===== src/rtl/seq_pattern_detector_if.sv =====
// Bundles the stream, control and status signals of seq_pattern_detector.
//   master : drives load/pat_in/len_in/mode_ovl/en/clr_cnt/inp and
//            observes out/armed/match_cnt
//   slave  : the detector side
interface seq_pattern_detector_if #(
    parameter int PAT_LEN = 4,
    parameter int CNT_W   = 8
);
    localparam int LEN_W = $clog2(PAT_LEN + 1);

    logic               load;
    logic [PAT_LEN-1:0] pat_in;
    logic [LEN_W-1:0]   len_in;
    logic               mode_ovl;
    logic               en;
    logic               clr_cnt;
    logic               inp;
    logic               out;
    logic               armed;
    logic [CNT_W-1:0]   match_cnt;

    modport master (
        output load, pat_in, len_in, mode_ovl, en, clr_cnt, inp,
        input  out, armed, match_cnt
    );

    modport slave (
        input  load, pat_in, len_in, mode_ovl, en, clr_cnt, inp,
        output out, armed, match_cnt
    );
endinterface


===== src/rtl/seq_pattern_detector.sv =====
// Serial bit-pattern detector. Watches the MSB-first stream bus.inp for a
// runtime-programmable pattern of 1..PAT_LEN bits and emits a registered
// one-cycle pulse per match, with overlapping or non-overlapping detection,
// a bit-valid qualifier and a saturating match counter.
// Ports:
//   clk  : clock, rising edge
//   rst  : synchronous active-high reset
//   bus  : seq_pattern_detector_if.slave (load/pat_in/len_in/mode_ovl/en/
//          clr_cnt/inp in; out/armed/match_cnt out)
module seq_pattern_detector #(
    parameter int                 PAT_LEN = 4,
    parameter logic [PAT_LEN-1:0] DEF_PAT = 4'b1011,
    parameter int                 DEF_LEN = 4,
    parameter int                 CNT_W   = 8
) (
    input  logic                    clk,
    input  logic                    rst,
    seq_pattern_detector_if.slave   bus
);
    localparam int                 LEN_W = $clog2(PAT_LEN + 1);
    localparam logic [LEN_W-1:0]   MAXLEN = LEN_W'(PAT_LEN);
    localparam logic [PAT_LEN-1:0] ONES   = {PAT_LEN{1'b1}};

    typedef enum logic {FILL, HUNT} state_t;

    state_t             state_q, state_d;
    logic [PAT_LEN-1:0] pat_q, pat_d;
    logic [PAT_LEN-1:0] hist_q, hist_d;
    logic [LEN_W-1:0]   len_q, len_d;
    logic [LEN_W-1:0]   fill_q, fill_d;
    logic               out_q, out_d;
    logic [CNT_W-1:0]   cnt_q, cnt_d;

    logic [LEN_W-1:0]   fill_inc;
    logic [PAT_LEN-1:0] shifted;
    logic [PAT_LEN-1:0] mask;
    logic               hit;

    always_ff @(posedge clk) begin
        if (rst) begin
            state_q <= FILL;
            pat_q   <= DEF_PAT;
            len_q   <= LEN_W'(DEF_LEN);
            hist_q  <= '0;
            fill_q  <= '0;
            out_q   <= 1'b0;
            cnt_q   <= '0;
        end else begin
            state_q <= state_d;
            pat_q   <= pat_d;
            len_q   <= len_d;
            hist_q  <= hist_d;
            fill_q  <= fill_d;
            out_q   <= out_d;
            cnt_q   <= cnt_d;
        end
    end

    always_comb begin
        fill_inc = (fill_q >= MAXLEN) ? fill_q : fill_q + 1'b1;
        shifted  = {hist_q[PAT_LEN-2:0], bus.inp};
        // Only the low len bits take part in the compare.
        mask     = ~(ONES << len_q);
        hit      = bus.en && !bus.load && (fill_inc >= len_q) &&
                   ((shifted & mask) == (pat_q & mask));

        state_d = state_q;
        pat_d   = pat_q;
        len_d   = len_q;
        hist_d  = hist_q;
        fill_d  = fill_q;
        out_d   = 1'b0;
        cnt_d   = cnt_q;

        if (bus.load) begin
            // Restart from scratch; the inp bit on this edge is dropped.
            pat_d   = bus.pat_in;
            len_d   = (bus.len_in == '0 || bus.len_in > MAXLEN) ? MAXLEN : bus.len_in;
            hist_d  = '0;
            fill_d  = '0;
            state_d = FILL;
        end else if (bus.en) begin
            hist_d = shifted;
            fill_d = fill_inc;
            case (state_q)
                FILL:    if (fill_inc >= len_q) state_d = HUNT;
                HUNT:    state_d = HUNT;
                default: state_d = FILL;
            endcase
            if (hit) begin
                out_d = 1'b1;
                if (!bus.mode_ovl) begin
                    // Non-overlapping: the matched bits may not seed the next match.
                    hist_d  = '0;
                    fill_d  = '0;
                    state_d = FILL;
                end
            end
        end

        if (bus.clr_cnt)
            cnt_d = '0;
        else if (hit && cnt_q != '1)
            cnt_d = cnt_q + 1'b1;
    end

    assign bus.out       = out_q;
    assign bus.armed     = (state_q == HUNT);
    assign bus.match_cnt = cnt_q;
endmodule

===== src/flat_wrapper.sv =====
// flat-port wrapper written by rule: the top's interface ports become plain ports
module seq_pattern_detector_flat 
#(
    parameter int                 PAT_LEN = 4,
    parameter logic [PAT_LEN-1:0] DEF_PAT = 4'b1011,
    parameter int                 DEF_LEN = 4,
    parameter int                 CNT_W   = 8
)
  (clk, rst, bus_load, bus_pat_in, bus_len_in, bus_mode_ovl, bus_en, bus_clr_cnt, bus_inp, bus_out, bus_armed, bus_match_cnt);
  seq_pattern_detector_if #(.PAT_LEN(PAT_LEN), .CNT_W(CNT_W)) bus_i ();
  input  logic clk;
  input  logic rst;
  input wire logic [$bits(bus_i.load)-1:0] bus_load;
  input wire logic [$bits(bus_i.pat_in)-1:0] bus_pat_in;
  input wire logic [$bits(bus_i.len_in)-1:0] bus_len_in;
  input wire logic [$bits(bus_i.mode_ovl)-1:0] bus_mode_ovl;
  input wire logic [$bits(bus_i.en)-1:0] bus_en;
  input wire logic [$bits(bus_i.clr_cnt)-1:0] bus_clr_cnt;
  input wire logic [$bits(bus_i.inp)-1:0] bus_inp;
  output wire logic [$bits(bus_i.out)-1:0] bus_out;
  output wire logic [$bits(bus_i.armed)-1:0] bus_armed;
  output wire logic [$bits(bus_i.match_cnt)-1:0] bus_match_cnt;
  assign bus_i.load = bus_load;
  assign bus_i.pat_in = bus_pat_in;
  assign bus_i.len_in = bus_len_in;
  assign bus_i.mode_ovl = bus_mode_ovl;
  assign bus_i.en = bus_en;
  assign bus_i.clr_cnt = bus_clr_cnt;
  assign bus_i.inp = bus_inp;
  assign bus_out = bus_i.out;
  assign bus_armed = bus_i.armed;
  assign bus_match_cnt = bus_i.match_cnt;
  seq_pattern_detector #(.PAT_LEN(PAT_LEN), .DEF_PAT(DEF_PAT), .DEF_LEN(DEF_LEN), .CNT_W(CNT_W)) u_core (.clk(clk), .rst(rst), .bus(bus_i));
endmodule

===== config.mk =====
export PLATFORM = sky130hd
export DESIGN_NAME = seq_pattern_detector_flat
export DESIGN_NICKNAME = d
export VERILOG_FILES = /design/src/rtl/seq_pattern_detector_if.sv /design/src/rtl/seq_pattern_detector.sv /design/src/flat_wrapper.sv
export SDC_FILE = /design/constraint.sdc
export NUM_CORES = 1
export LEC_CHECK = 0
export ABC_AREA = 1
export BUFFER_PORTS_ARGS = -buffer_cell sky130_fd_sc_hd__buf_4
export CORE_MARGIN = 2
export CORE_UTILIZATION = 24
export CTS_BUF_LIST = sky130_fd_sc_hd__clkbuf_4
export DETAILED_ROUTE_END_ITERATION = 10
export GPL_TIMING_DRIVEN = 0
export PLACE_DENSITY = 0.4
export SYNTH_ARGS = -nofsm -noshare
export SYNTH_HDL_FRONTEND = slang
export SYNTH_SLANG_ARGS = --single-unit
export TNS_END_PERCENT = 10

===== constraint.sdc =====
create_clock -name clk -period 3.15 [get_ports clk]
set_input_delay 0.1575 -clock clk [delete_from_list [all_inputs] [get_ports clk]]
set_output_delay 0.1575 -clock clk [all_outputs]
set_load 0.03 [all_outputs]

## Word level (Yosys, flattened, before mapping)

Cells that the tools add are included.

| storage, ports and cells | value |
|---|---|
| flip-flop bits (word level) | 23 |
| input port bits | 14 |
| logic and storage cells | 41 |

| cells by class | value |
|---|---|
| add/sub/neg operators | 2 |
| order comparisons | 3 |
| eq/ne operators | 2 |
| shift-type cells | 1 |
| multiplexer cells | 11 |
| bitwise operators | 5 |
| reduce and logical (&&, ||, !) cells | 10 |

Operators by type and width:

| cell | count |
|---|---|
| $mux 3 | 6 |
| $add 8x1->8 const B | 1 |
| $and 4x4->4 | 2 |
| $ne 8x8->1 const B | 1 |
| $eq 4x4->1 | 1 |
| $logic_and 1x1->1 | 4 |
| $mux 1 | 4 |
| $not 4->4 | 1 |
| $reduce_or 2->1 | 2 |
| $shl 4x3->4 const A | 1 |
| $add 3x1->3 const B | 1 |
| $ge 3x3->1 | 1 |
| $ge 3x3->1 const B | 1 |
| $gt 3x3->1 const B | 1 |
| $logic_not 3->1 | 1 |
| $reduce_or 3->1 | 1 |
| $not 1->1 | 2 |
| $pmux 1 s2 | 1 |
| $logic_not 1->1 | 1 |
| $logic_or 1x1->1 | 1 |

## Longest topological paths before layout

Gate-level depths: netlist (run 1).

| depth | value |
|---|---|
| word-level depth | 7 |
| mapped depth | 15 |
| depth with buffers taken out | 15 |

## Least setup slack after synthesis (run 1)

OpenSTA, ideal clock, no wires.

| timing path | value |
|---|---|
| path kind | register -> register |
| start | reg u_core.fill_q[0] |
| end | reg u_core.fill_q[0] |
| setup time | 0.117 ns |
| arrival | 1.771 ns |
| data required time | 3.033 ns |
| path slack | 1.262 ns |
| cell stages (with the launch flop) | 13 |
| clock period less this slack | 1.888 ns |
| path through | dfxtp_1 ha_1 or2_2 ha_1 nand2_1 inv_1 nand2_1 nand2_1 nand2_4 nor2_8 nand3b_1 nand2_2 nor2_1 |

| between the ends | value |
|---|---|
| word-level cells in the longest chain between the ends | 6 |

Ends and longest elaborated chain:

| item | RTL line | RTL |
|---|---|---|
| from (decl) | seq_pattern_detector.sv:30 | `logic [LEN_W-1:0] fill_q, fill_d;` |
| from (signal assigned) | seq_pattern_detector.sv:53 | `fill_q <= fill_d;` |
| $add 3x1->3 or $ge 3x3->1 (tied branches) | seq_pattern_detector.sv:60 | `fill_inc = (fill_q >= MAXLEN) ? fill_q : fill_q + 1'b1;` |
| $mux 3 (*) | seq_pattern_detector.sv:60 |  |
| $ge 3x3->1 | seq_pattern_detector.sv:64 | `hit = bus.en && !bus.load && (fill_inc >= len_q) &&` |
| $logic_and 1x1->1 (2 in a row) | seq_pattern_detector.sv:64 |  |
| $mux 3 (*) | seq_pattern_detector.sv:90 | `if (hit) begin` |

Mark *: on every way between the ends. The rest lies on a longest branch, timed or not.
A chain may end at the register's enable or synchronous reset.

## Worst setup path in the final report (run 1)

| timing path | value |
|---|---|
| start | reg u_core.fill_q[0] |
| end | reg u_core.hist_q[1] |

| between the ends | value |
|---|---|
| word-level cells in the longest chain between the ends | 6 |

Ends and longest elaborated chain:

| item | RTL line | RTL |
|---|---|---|
| $add 3x1->3 or $ge 3x3->1 (tied branches) | seq_pattern_detector.sv:60 |  |
| $mux 3 (*) | seq_pattern_detector.sv:60 |  |
| $ge 3x3->1 (*) | seq_pattern_detector.sv:64 |  |
| $logic_and 1x1->1 (*) (2 in a row) | seq_pattern_detector.sv:64 |  |
| $mux 3 (*) | seq_pattern_detector.sv:90 |  |
| to (signal assigned) | seq_pattern_detector.sv:52 | `hist_q <= hist_d;` |
| to (decl) | seq_pattern_detector.sv:28 | `logic [PAT_LEN-1:0] hist_q, hist_d;` |

Marks and branches as above.

==> key figures, run 1 <==
STA
  – # setup viols final: 0
  – Unrepaired setup endpoints after global routing: no
  – Fmax: 469 MHz
  – Fin. Hold Viols: 0
  – Hold slack: between 0.02 and 0.03 ns
  – Post-Route Setup TNS: 0 ns
  – Final worst setup slack: ~1.0 ns
  – Worst slew pin tran: 0.443 ns
  – Fin crit share: 0.676
  – Final Skew: about 0.019 ns
  – Final worst path period need: 2.13 ns
  – Final count of pins violating max slew: 0
  – Slew HR: 0.704

Synth
  – Distinct cell type count after synthesis: 27
  – Yosys warnings: 0
  – Synth Register Bits: 23
  – Ys async rst share: 0
  – Avg Inst Size Synth: roughly 7.2 um2
  – Complex-gate fraction of the synthesized area: 0.119
  – Synth Area in XOR/XNOR: 0.0266
  – Sequential fraction of the synthesis area: 0.349
  – Area leader, netlist: dfxtp_1
  – Cells after synthesis: roughly 180
  – Synth area leaders: dfxtp_1, nand2_1, ha_1
  – Synth top area share: 0.349
  – Post-Synth Simple-Gate Area: 0.353
  – Most used DFF post-synth: dfxtp_1
  – Most frequent cell after synthesis: nand2_1
  – Synthesized area: between 1000 and 1500 um2
  – Syn_nets: just over 200
  – Post-synth EDFFs: 0
  – Multiplexer share of the synthesized area: 0
  – Largest family of logic cells by synthesized area: simple AND/OR/NAND/NOR gates
  – Synth top cells by count: nand2_1, dfxtp_1, inv_1
  – Adder-Cell Fraction of Synth Area: 0.0664

Cells and area
  – Multi-input gate area: ~740 um2
  – Layout cells sized above 1: 0.208
  – Post-layout util: 0.306
  – # diodes: 0
  – Fill cell total of the finished layout: ~600
  – Reg area: roughly 460 um2
  – Final nets: around 230
  – Area growth, synth to finish: 20.9%

Critical path
  – CP required: around 3.4 ns
  – R2r endpoint: u_core.hist_q[1]$_SDFFE_PP0P_
  – CP max FO: 9
  – Reg2Reg Setup Slack: between 1 and 1.5 ns
  – Type of the worst setup path: reg -> reg
  – Crit end category: flop
  – Worst r2r src: u_core.fill_q[0]$_SDFFE_PP0P_
  – Startpoint types: flop
  – R2R depth: 14
  – Critical Path AT: 2.37 ns

Clock network
  – CTS H-tree lvls: 1
  – Reg clk slew, reported paths: about 0.15 ns
  – Clk sink count: 23
  – Worst-Skew Late Latency: 0.33 ns
  – CTS Buf Count: 3
  – CTS tree: built
  – Cts hold-fix bufs: 0
  – Root Driver: clkbuf_4
  – Cts repair resizes: 0
  – Post-CTS Setup Repair Bufs: 0
  – Clk buf depth: 2

Die
  – Die height: between 70 and 80 um
  – Num ports: 24
  – Row count: 26
  – Die Span X: between 70 and 80 um
  – Core area: around 5200 um2
  – Die area: 6100 um2
  – Initial core utilization: 0.253

Global route
  – Total track usage: 0.117
  – Initial antenna violation count: 0
  – Grt total ovfl: 0
  – First-pass GRT wire length: approximately 5700 um
  – Largest net degree at the start of global routing: 13
  – Vias in the first global route: 1198

Power and ir drop
  – Pwr/cell area: 340 nW/um2
  – Worst vdd ir: roughly 0.00012 V
  – Power, Total: between 500 and 600 uW
  – Sw Pwr: approximately 150 uW
  – Gate power share: 0.147
  – Switching Share: 0.283
  – Power Internal: roughly 390 uW
  – Clk pwr share: 0.289
  – Cell leakage power: between 0.7 and 0.8 nW
  – Seq pwr share: 0.564

Drt
  – Iter 0 DRT Violations: 49
  – Avg Vias per Cell: around 4.2
  – Post-route ant nets: 0
  – WL/cell: roughly 11 um
  – TritonRoute pass-1 iters: 4
  – Routed wire length: about 3100 um
  – Residual DRC count: 0
  – Via count: approximately 1200

Placed design
  – Final GP Congestion: ~0.73
  – Place WS: around 1 ns
  – DP HPWL: approximately 2300 um
  – Port-buffer cells: 21

Run status
  – Status: completed

Run
  – Max Cap Viol: 0

Min path
  – WHS Path Cells: 3
  – Hold endpoint: u_core.pat_q[1]$_SDFFE_PP1P_
  – Hold_sp: bus_pat_in[1]
  – Hold Path Class: in -> reg
critical path, stage by stage (launching register included):
cell	delay (ns)
dfxtp_1	0.43
inv_1	0.06
ha_1	0.28
nor2_1	0.08
a21oi_1	0.06
ha_1	0.28
nand2_1	0.04
inv_1	0.04
nand2_1	0.04
nand2_1	0.11
nand2_4	0.08
nor2_8	0.17
nand3b_1	0.14
nand2_2	0.16
nor2_1	0.05
cell families (layout without fill, tap and decap cells):
group	after synthesis	count (layout)
simple gates	91	91
buf+inv	28	53
flops	23	23
fa+ha+maj	7	7
compound gates	29	29
xor+xnor	4	4
stage by stage:
| stage | std cells | instance area, um2 |
|---|---|---|
| floorplan | 182 | 1320 |
| global placement | 273 | 1560 |
| detailed placement | 273 | 1560 |
| CTS | 277 | 1590 |
| global route | 277 | 1590 |
| finish | 277 | 1590 |
placed cells by master (no fill, tap or decap), types with 3 or more instances in the layout:
master / instances
nor2_1: 16
dfxtp_1: 23
nand3b_1: 3
buf_4: 21
xor2_1: 3
nand4_1: 8
nand2_2: 4
nand2_1: 47
clkbuf_4: 4
a21oi_1: 15
ha_1: 7
inv_1: 22
o21ai_0: 11
nand3_1: 4
power by group through the flow:
stage | clock, mW | sequential [mW] | combinational (mW)
final | 0.157 | 0.306 | 0.0796
after global routing | 0.179 | 0.307 | 0.0925
after CTS | 0.163 | 0.306 | 0.0815
after detailed placement | 0 | 0.312 | 0.0812
after global placement | 0 | 0.312 | 0.0810
after floorplan | 0 | 0.311 | 0.0547
registers in the layout (all words and copies together) (netlist names):
| register | count |
|---|---|
| u_core.bus.match_cnt | 8 |
| u_core.pat_q | 4 |
| u_core.fill_q | 3 |
| u_core.hist_q | 3 |
| u_core.len_q | 3 |
| u_core.bus.armed | 1 |
| u_core.bus.out | 1 |
worst max-delay path by stage:
stage,startpoint,end,slack (ns),cells past startpoint
after detailed placement,u_core.fill_q[0]$_SDFFE_PP0P_,u_core.hist_q[1]$_SDFFE_PP0P_,1.00,14
after CTS,u_core.fill_q[0]$_SDFFE_PP0P_,u_core.fill_q[1]$_SDFFE_PP0P_,0.98,14
after floorplan,u_core.fill_q[0]$_SDFFE_PP0P_,u_core.fill_q[0]$_SDFFE_PP0P_,1.26,12
after global placement,u_core.fill_q[0]$_SDFFE_PP0P_,u_core.fill_q[0]$_SDFFE_PP0P_,1.01,14
final,u_core.fill_q[0]$_SDFFE_PP0P_,u_core.hist_q[1]$_SDFFE_PP0P_,1.02,14
after global routing,u_core.fill_q[0]$_SDFFE_PP0P_,u_core.bus.match_cnt[4]$_SDFFE_PP0P_,0.78,14
per-layer routing:
metal  track usage  part of all wire  vias up
met5             0                 0        -
met4        0.0474             0.019        0
met3        0.0230             0.037        5
met2         0.177              0.41       22
met1         0.164              0.54      515
li1              -                 -      635
final cells by class:
| class | instances | share of cell area |
|---|---|---|
| repair buffers | 21 | 0.0989 |
| clock buffers | 4 | 0.0188 |
| multi-input cells | 131 | 0.467 |
| well taps | 70 | 0.0549 |
| inverters | 25 | 0.0597 |
| plain buffers | 3 | 0.0118 |
| flip-flops and latches | 23 | 0.289 |
Power figures use the tool's default switching activity.
==> run 2, diff against run 1 <==
clock period = 2.1 ns   (was 3.15 ns; I/O delays follow)
==> run 2 against run 1 <==
First-iteration DRC count grew 2.0%. Clock power grew 51%. Sequential cell count is the same. Clock-buffer cell count is the same. Hold slack lost 0.011 ns. Maximum frequency grew 6.5%. Power grew 55%. Sequential share of layout area shrank 2.5 points. Wire length grew 5.0%. Worst setup slack lost 0.92 ns. Cell area grew 11%.
==> key figures, run 2 (synthesized netlist as in run 1, its figures left out) <==
Run status
  – Status: completed

Clock network
  – Worst-Skew Late Latency: 0.32 ns (about the same)
  – Clk buf depth: 2 (unchanged)
  – Clk sink count: 23 (unchanged)
  – Root Driver: clkbuf_4
  – CTS H-tree lvls: 1 (unchanged)
  – CTS tree: built
  – Reg clk slew, reported paths: 0.15 ns (about the same)
  – CTS Buf Count: 3 (unchanged)

STA
  – Fin. Hold Viols: 0 (unchanged)
  – Hold slack: 0.0191 ns (-0.0107 ns)
  – Final worst path period need: 2.00 ns (-0.131 ns)
  – Fmax: 500 MHz (+6.5%)
  – Slew HR: 0.704 (about the same)
  – Final count of pins violating max slew: 0 (unchanged)
  – Fin crit share: 0.953 (+0.276)
  – Final worst setup slack: 0.0997 ns (-0.919 ns)
  – Unrepaired setup endpoints after global routing: yes
  – # setup viols final: 0 (unchanged)
  – Worst slew pin tran: 0.444 ns (+0.000482 ns)
  – Post-Route Setup TNS: 0 ns (unchanged)
  – Final Skew: 0.0140 ns (-0.00453 ns)

Critical path
  – Reg2Reg Setup Slack: 0.1 ns (-0.92 ns)
  – R2r endpoint: u_core.fill_q[1]$_SDFFE_PP0P_
  – Crit end category: flop
  – CP max FO: 6 (-3)
  – Startpoint types: flop
  – Type of the worst setup path: reg -> reg
  – R2R depth: 13 (-1)
  – CP required: 2.34 ns (-1.05 ns)
  – Critical Path AT: 2.24 ns (-0.13 ns)
  – Worst r2r src: u_core.fill_q[1]$_SDFFE_PP0P_

Drt
  – Post-route ant nets: 0 (unchanged)
  – Avg Vias per Cell: 4.25 (about the same)
  – Via count: 1215 (+3.2%)
  – Residual DRC count: 0 (unchanged)
  – WL/cell: 11.4 um (+1.7%)
  – Iter 0 DRT Violations: 50 (+2.0%)
  – Routed wire length: 3250 um (+5.0%)
  – TritonRoute pass-1 iters: 4 (unchanged)

Die
  – Die Span X: 78.1 um (unchanged)
  – Core area: 5200 um2 (unchanged)
  – Die area: 6100 um2 (unchanged)
  – Initial core utilization: 0.253 (unchanged)
  – Row count: 26 (unchanged)
  – Die height: 78.1 um (unchanged)
  – Num ports: 24 (unchanged)

Power and ir drop
  – Worst vdd ir: 0.000176 V (+52%)
  – Cell leakage power: 0.779 nW (+5.4%)
  – Power, Total: 841 uW (+55%)
  – Pwr/cell area: 477 nW/um2 (+40%)

Global route
  – Largest net degree at the start of global routing: 13 (unchanged)
  – Total track usage: 0.118 (+0.000967)
  – Initial antenna violation count: 0 (unchanged)
  – Vias in the first global route: 1210 (+1.0%)
  – Grt total ovfl: 0 (unchanged)
  – First-pass GRT wire length: 5780 um (+0.84%)

Placed design
  – Place WS: -0.0458 ns (-1.05 ns)
  – DP HPWL: 2320 um (unchanged)
  – Post-Place Cells: 273 (unchanged)
  – Final GP Congestion: 0.730 (unchanged)
  – Port-buffer cells: 21 (unchanged)

Run
  – Max Cap Viol: 0 (unchanged)

Cells and area
  – Final nets: 238 (+3.9%)
  – Commonest non-fill, non-tap cell in the layout: nand2_1
  – Layout cells sized above 1: 0.287 (+0.0793)
  – Fill cell total of the finished layout: 583 (-2.2%)
  – # diodes: 0 (unchanged)
  – Reg area: 465 um2 (+1.1%)
  – Multi-input gate area: 827 um2 (+11%)
  – Area growth, synth to finish: 33.7%
  – Max reg flops: 8 (unchanged)
  – Most frequent cells in the layout: nand2_1, buf_4, dfxtp_1
  – Non-filler cells, final: 286 (+3.2%)

Min path
  – Hold_sp: bus_load
  – Hold Path Class: in -> reg
  – WHS Path Cells: 2 (-1)
  – Hold endpoint: u_core.pat_q[1]$_SDFFE_PP1P_
-- run 2: cell types whose count changed in the layout (fill, tap and decap cells not counted), sizes merged --
cell,previous run,this run
nand3,5,6
dlygate4sd3,0,4
buf,22,26
-- run 2: layout make-up --
cell class              instances  share of cell area
well taps                      70              0.0497
clock buffers                   4              0.0170
flip-flops and latches         23               0.264
plain buffers                   3              0.0106
inverters                      25              0.0539
multi-input cells             132               0.469
repair buffers                 29               0.136
-- run 2: worst max path at each step --
stage | startpoint | to | slack [ns] | depth (start not counted)
final | u_core.fill_q[1]$_SDFFE_PP0P_ | u_core.fill_q[1]$_SDFFE_PP0P_ | 0.1 | 13
after global routing | u_core.fill_q[0]$_SDFFE_PP0P_ | u_core.bus.match_cnt[3]$_SDFFE_PP0P_ | -0.02 | 14
after CTS | u_core.fill_q[0]$_SDFFE_PP0P_ | u_core.fill_q[1]$_SDFFE_PP0P_ | 0.002 | 12
after detailed placement | u_core.fill_q[0]$_SDFFE_PP0P_ | u_core.hist_q[1]$_SDFFE_PP0P_ | -0.05 | 14
after global placement | u_core.fill_q[0]$_SDFFE_PP0P_ | u_core.fill_q[0]$_SDFFE_PP0P_ | -0.04 | 14
after floorplan | u_core.fill_q[0]$_SDFFE_PP0P_ | u_core.fill_q[1]$_SDFFE_PP0P_ | 0.21 | 12
-- run 2: stage by stage --
step                      area (um2)  utilization
after detailed placement        1560        0.300
after global placement          1560        0.300
after floorplan                 1320            -
after CTS                       1660        0.319
final                           1760        0.339
after global routing            1760        0.339
-- run 2: timing repair --
item                                   in CTS  in global routing
endpoints found under the hold margin       4                  0
setup endpoints to repair                  14                 15
setup buffers                               3                  1
gates cloned                                0                  1
pin swaps                                   2                 11
hold buffers                                4                  0
resized for setup                           1                 22
-- run 2: worst max-delay path, cell delays in order (launching register included) --
cell      delay [ns]
dfxtp_2         0.36
buf_6           0.11
ha_4            0.14
or2_4           0.25
ha_4            0.27
nand2_2         0.05
inv_2           0.04
nand2_2         0.05
nand2_4         0.07
nand2_4         0.07
nor2_8          0.15
nand3b_1        0.16
nand2_4         0.14
nor2_1          0.05
-- run 2: metal layers --
metal,share of wire,up-vias,track usage
li1,-,656,-
met1,0.55,542,0.164
met2,0.41,15,0.179
met3,0.029,2,0.0230
met4,0.010,0,0.0474
met5,0,-,0
-- run 2: power breakdown --
part / switching [mW] / internal, mW
Sequential: 0.0101 / 0.449
Clock: 0.150 / 0.0872
Combinational: 0.0834 / 0.0618
Total: 0.243 / 0.598
==> run 3, diff against run 2 <==
CAP_MARGIN = 20   (was unset)
GPL_ROUTABILITY_DRIVEN = 0   (was unset)
PLACE_DENSITY = 0.41   (was 0.4)
clock period = 1.7 ns   (was 2.1 ns; I/O delays follow)
==> run 3 against run 2 <==
The run now ends with negative setup slack left. Sequential share of layout area increased by 0.28 points. Via count grew 2.2%. Maximum frequency increased by 2.8%. Sequential power increased by 23%. Clock skew is 0.0074 ns lower. Hold slack worse by 0.013 ns. First-iteration DRC count is 24% lower. Die area stayed put. Register-to-register slack worse by 0.34 ns. Clock-buffer cell count is the same. Critical path depth fell by 1. Final cell count increased by 0.35%. Critical path type unchanged.
==> key figures, run 3 (synthesized netlist as in run 1, its figures left out) <==
Clock network
  – Worst-Skew Late Latency: 0.32 ns (about the same)
  – Reg clk slew, reported paths: 0.14 ns (about the same)
  – CTS tree: built
  – Clk sink count: 23 (unchanged)
  – CTS H-tree lvls: 1 (unchanged)
  – Clk buf depth: 2 (unchanged)
  – Root Driver: clkbuf_4
  – CTS Buf Count: 3 (unchanged)

Run status
  – Status: finished, violations left
  – Failing checks: negative setup slack

STA
  – Final count of pins violating max slew: 0 (unchanged)
  – Final Skew: 0.00665 ns (-0.00738 ns)
  – Slew HR: 0.718 (+0.0142)
  – Unrepaired setup endpoints after global routing: yes
  – Fmax: 514 MHz (+2.8%)
  – Worst slew pin tran: 0.423 ns (-0.0212 ns)
  – # setup viols final: 15 (+15)
  – Hold slack: 0.00627 ns (-0.0128 ns)
  – Fin. Hold Viols: 0 (unchanged)
  – Fin crit share: 1.14 (+0.192)
  – Final worst setup slack: -0.245 ns (-0.345 ns)
  – Final worst path period need: 1.95 ns (-0.0550 ns)
  – Post-Route Setup TNS: -3.37 ns (-3.37 ns)

Global route
  – Vias in the first global route: 1250 (+3.3%)
  – Total track usage: 0.116 (-0.00229)
  – First-pass GRT wire length: 5710 um (-1.2%)
  – M3 GR Usage: 0.0230 (unchanged)
  – Initial antenna violation count: 0 (unchanged)
  – GRT met1 Usage: 0.155 (-0.00956)
  – Largest net degree at the start of global routing: 13 (unchanged)
  – Most Crowded Layer GR: met2
  – Met2 Usage GRT: 0.185 (+0.00603)
  – Grt total ovfl: 0 (unchanged)

Critical path
  – Buffers & Inverters on Critical Path: 1 (-1)
  – CP peak stage delay: 0.39 ns (+0.03 ns)
  – Type of the worst setup path: reg -> reg
  – Critical path depth: 12 (-1)
  – Startpoint types: flop
  – CP max FO: 6 (unchanged)
  – Worst path cell trace: ha_2, or2_4, ha_4, nand2_1, inv_1, nand2_1, nand2_2, nand2_4, nor2_8, nand3b_1, nand2_4, nor2_1
  – Critical Path AT: 2.18 ns (-0.06 ns)
  – R2R depth: 12 (-1)
  – CP max stage cell: dfxtp_4
  – CP required: 1.93 ns (-0.41 ns)
  – Top Family by Delay on Critical Path: simple AND/OR/NAND/NOR gates
  – Crit end category: flop
  – Reg2Reg Setup Slack: -0.25 ns (-0.34 ns)

Die
  – Die Span X: 78.1 um (unchanged)
  – Row count: 26 (unchanged)
  – Die height: 78.1 um (unchanged)
  – Initial core utilization: 0.253 (unchanged)
  – Num ports: 24 (unchanged)
  – Die area: 6100 um2 (unchanged)
  – Core area: 5200 um2 (unchanged)

Run
  – Max Cap Viol: 0 (unchanged)

Drt
  – Avg Vias per Cell: 4.33 (+1.9%)
  – Routed wire length: 3100 um (-4.6%)
  – Residual DRC count: 0 (unchanged)
  – TritonRoute pass-1 iters: 4 (unchanged)
  – WL/cell: 10.8 um (-5.0%)
  – Iter 0 DRT Violations: 38 (-24%)
  – Via count: 1242 (+2.2%)
  – Post-route ant nets: 0 (unchanged)

Placed design
  – Place WS: -0.369 ns (-0.323 ns)
  – Port-buffer cells: 21 (unchanged)
  – DP HPWL: 2270 um (-1.8%)
  – Placed cell area: 1580 um2 (+1.2%)
  – Post-Place Cells: 273 (unchanged)

Power and ir drop
  – Worst vdd ir: 0.000202 V (+14%)
  – Power, Total: 1.04 mW (+23%)
  – Cell leakage power: 0.785 nW (+0.70%)
  – Pwr/cell area: 594 nW/um2 (+24%)

Cells and area
  – Most frequent cells in the layout: nand2_1, buf_4, dfxtp_1
  – Area growth, synth to finish: 32.3%
  – Non-filler cells, final: 287 (+0.35%)
  – # diodes: 0 (unchanged)
  – Fin area: 1740 um2 (-1.1%)
  – Max reg flops: 8 (unchanged)
  – Layout cells sized above 1: 0.276 (-0.0105)
  – Post-layout util: 0.335 (-0.00361)
  – Final nets: 239 (+0.42%)
  – Commonest non-fill, non-tap cell in the layout: nand2_1

Min path
  – WHS Path Cells: 2 (unchanged)
  – Hold Path Class: in -> reg
-- run 3: cell count changes in the layout (fill, tap and decap cells not counted), sizes merged --
cell / delta
dlygate4sd3: +1
buf: +1
nand3: -1
-- run 3: where the power goes --
group / internal [mW] / switching [mW]
clock network: 0.108 / 0.182
logic: 0.0789 / 0.100
registers: 0.555 / 0.0117
-- run 3: final cells by class --
class	instances	area, um2
Inverter	25	97.6
Fill cell	604	3460
Clock buffer	4	30.0
Sequential cell	23	465
Timing Repair Buffer	31	245
Tap cell	70	87.6
Buffer	3	18.8
Multi-Input combinational cell	131	800
-- run 3: repair_timing --
item,CTS,global route
pin swaps,7,7
setup buffers,4,1
resized for setup,10,3
endpoints found under the setup margin,16,16
hold endpoints to repair,4,0
hold buffers,5,0
-- run 3: worst reg2reg max path, cell delays in order, from the launching register on --
cell	delay, ns
dfxtp_4	0.39
ha_2	0.18
or2_4	0.24
ha_4	0.26
nand2_1	0.04
inv_1	0.04
nand2_1	0.05
nand2_2	0.08
nand2_4	0.07
nor2_8	0.16
nand3b_1	0.16
nand2_4	0.14
nor2_1	0.05
-- run 3: final timing paths --
kind / from / end
max: u_core.fill_q[0]$_SDFFE_PP0P_ / u_core.hist_q[0]$_SDFFE_PP0P_
min: bus_load / u_core.pat_q[1]$_SDFFE_PP1P_
max reg2reg: u_core.fill_q[0]$_SDFFE_PP0P_ / u_core.hist_q[0]$_SDFFE_PP0P_
min reg2reg: u_core.pat_q[1]$_SDFFE_PP1P_ / u_core.pat_q[1]$_SDFFE_PP1P_
-- run 3: routing by layer --
metal | up-vias | share of wire
met4 | 0 | 0.014
met1 | 561 | 0.52
met2 | 15 | 0.44
met3 | 4 | 0.029
li1 | 662 | -
met5 | - | 0
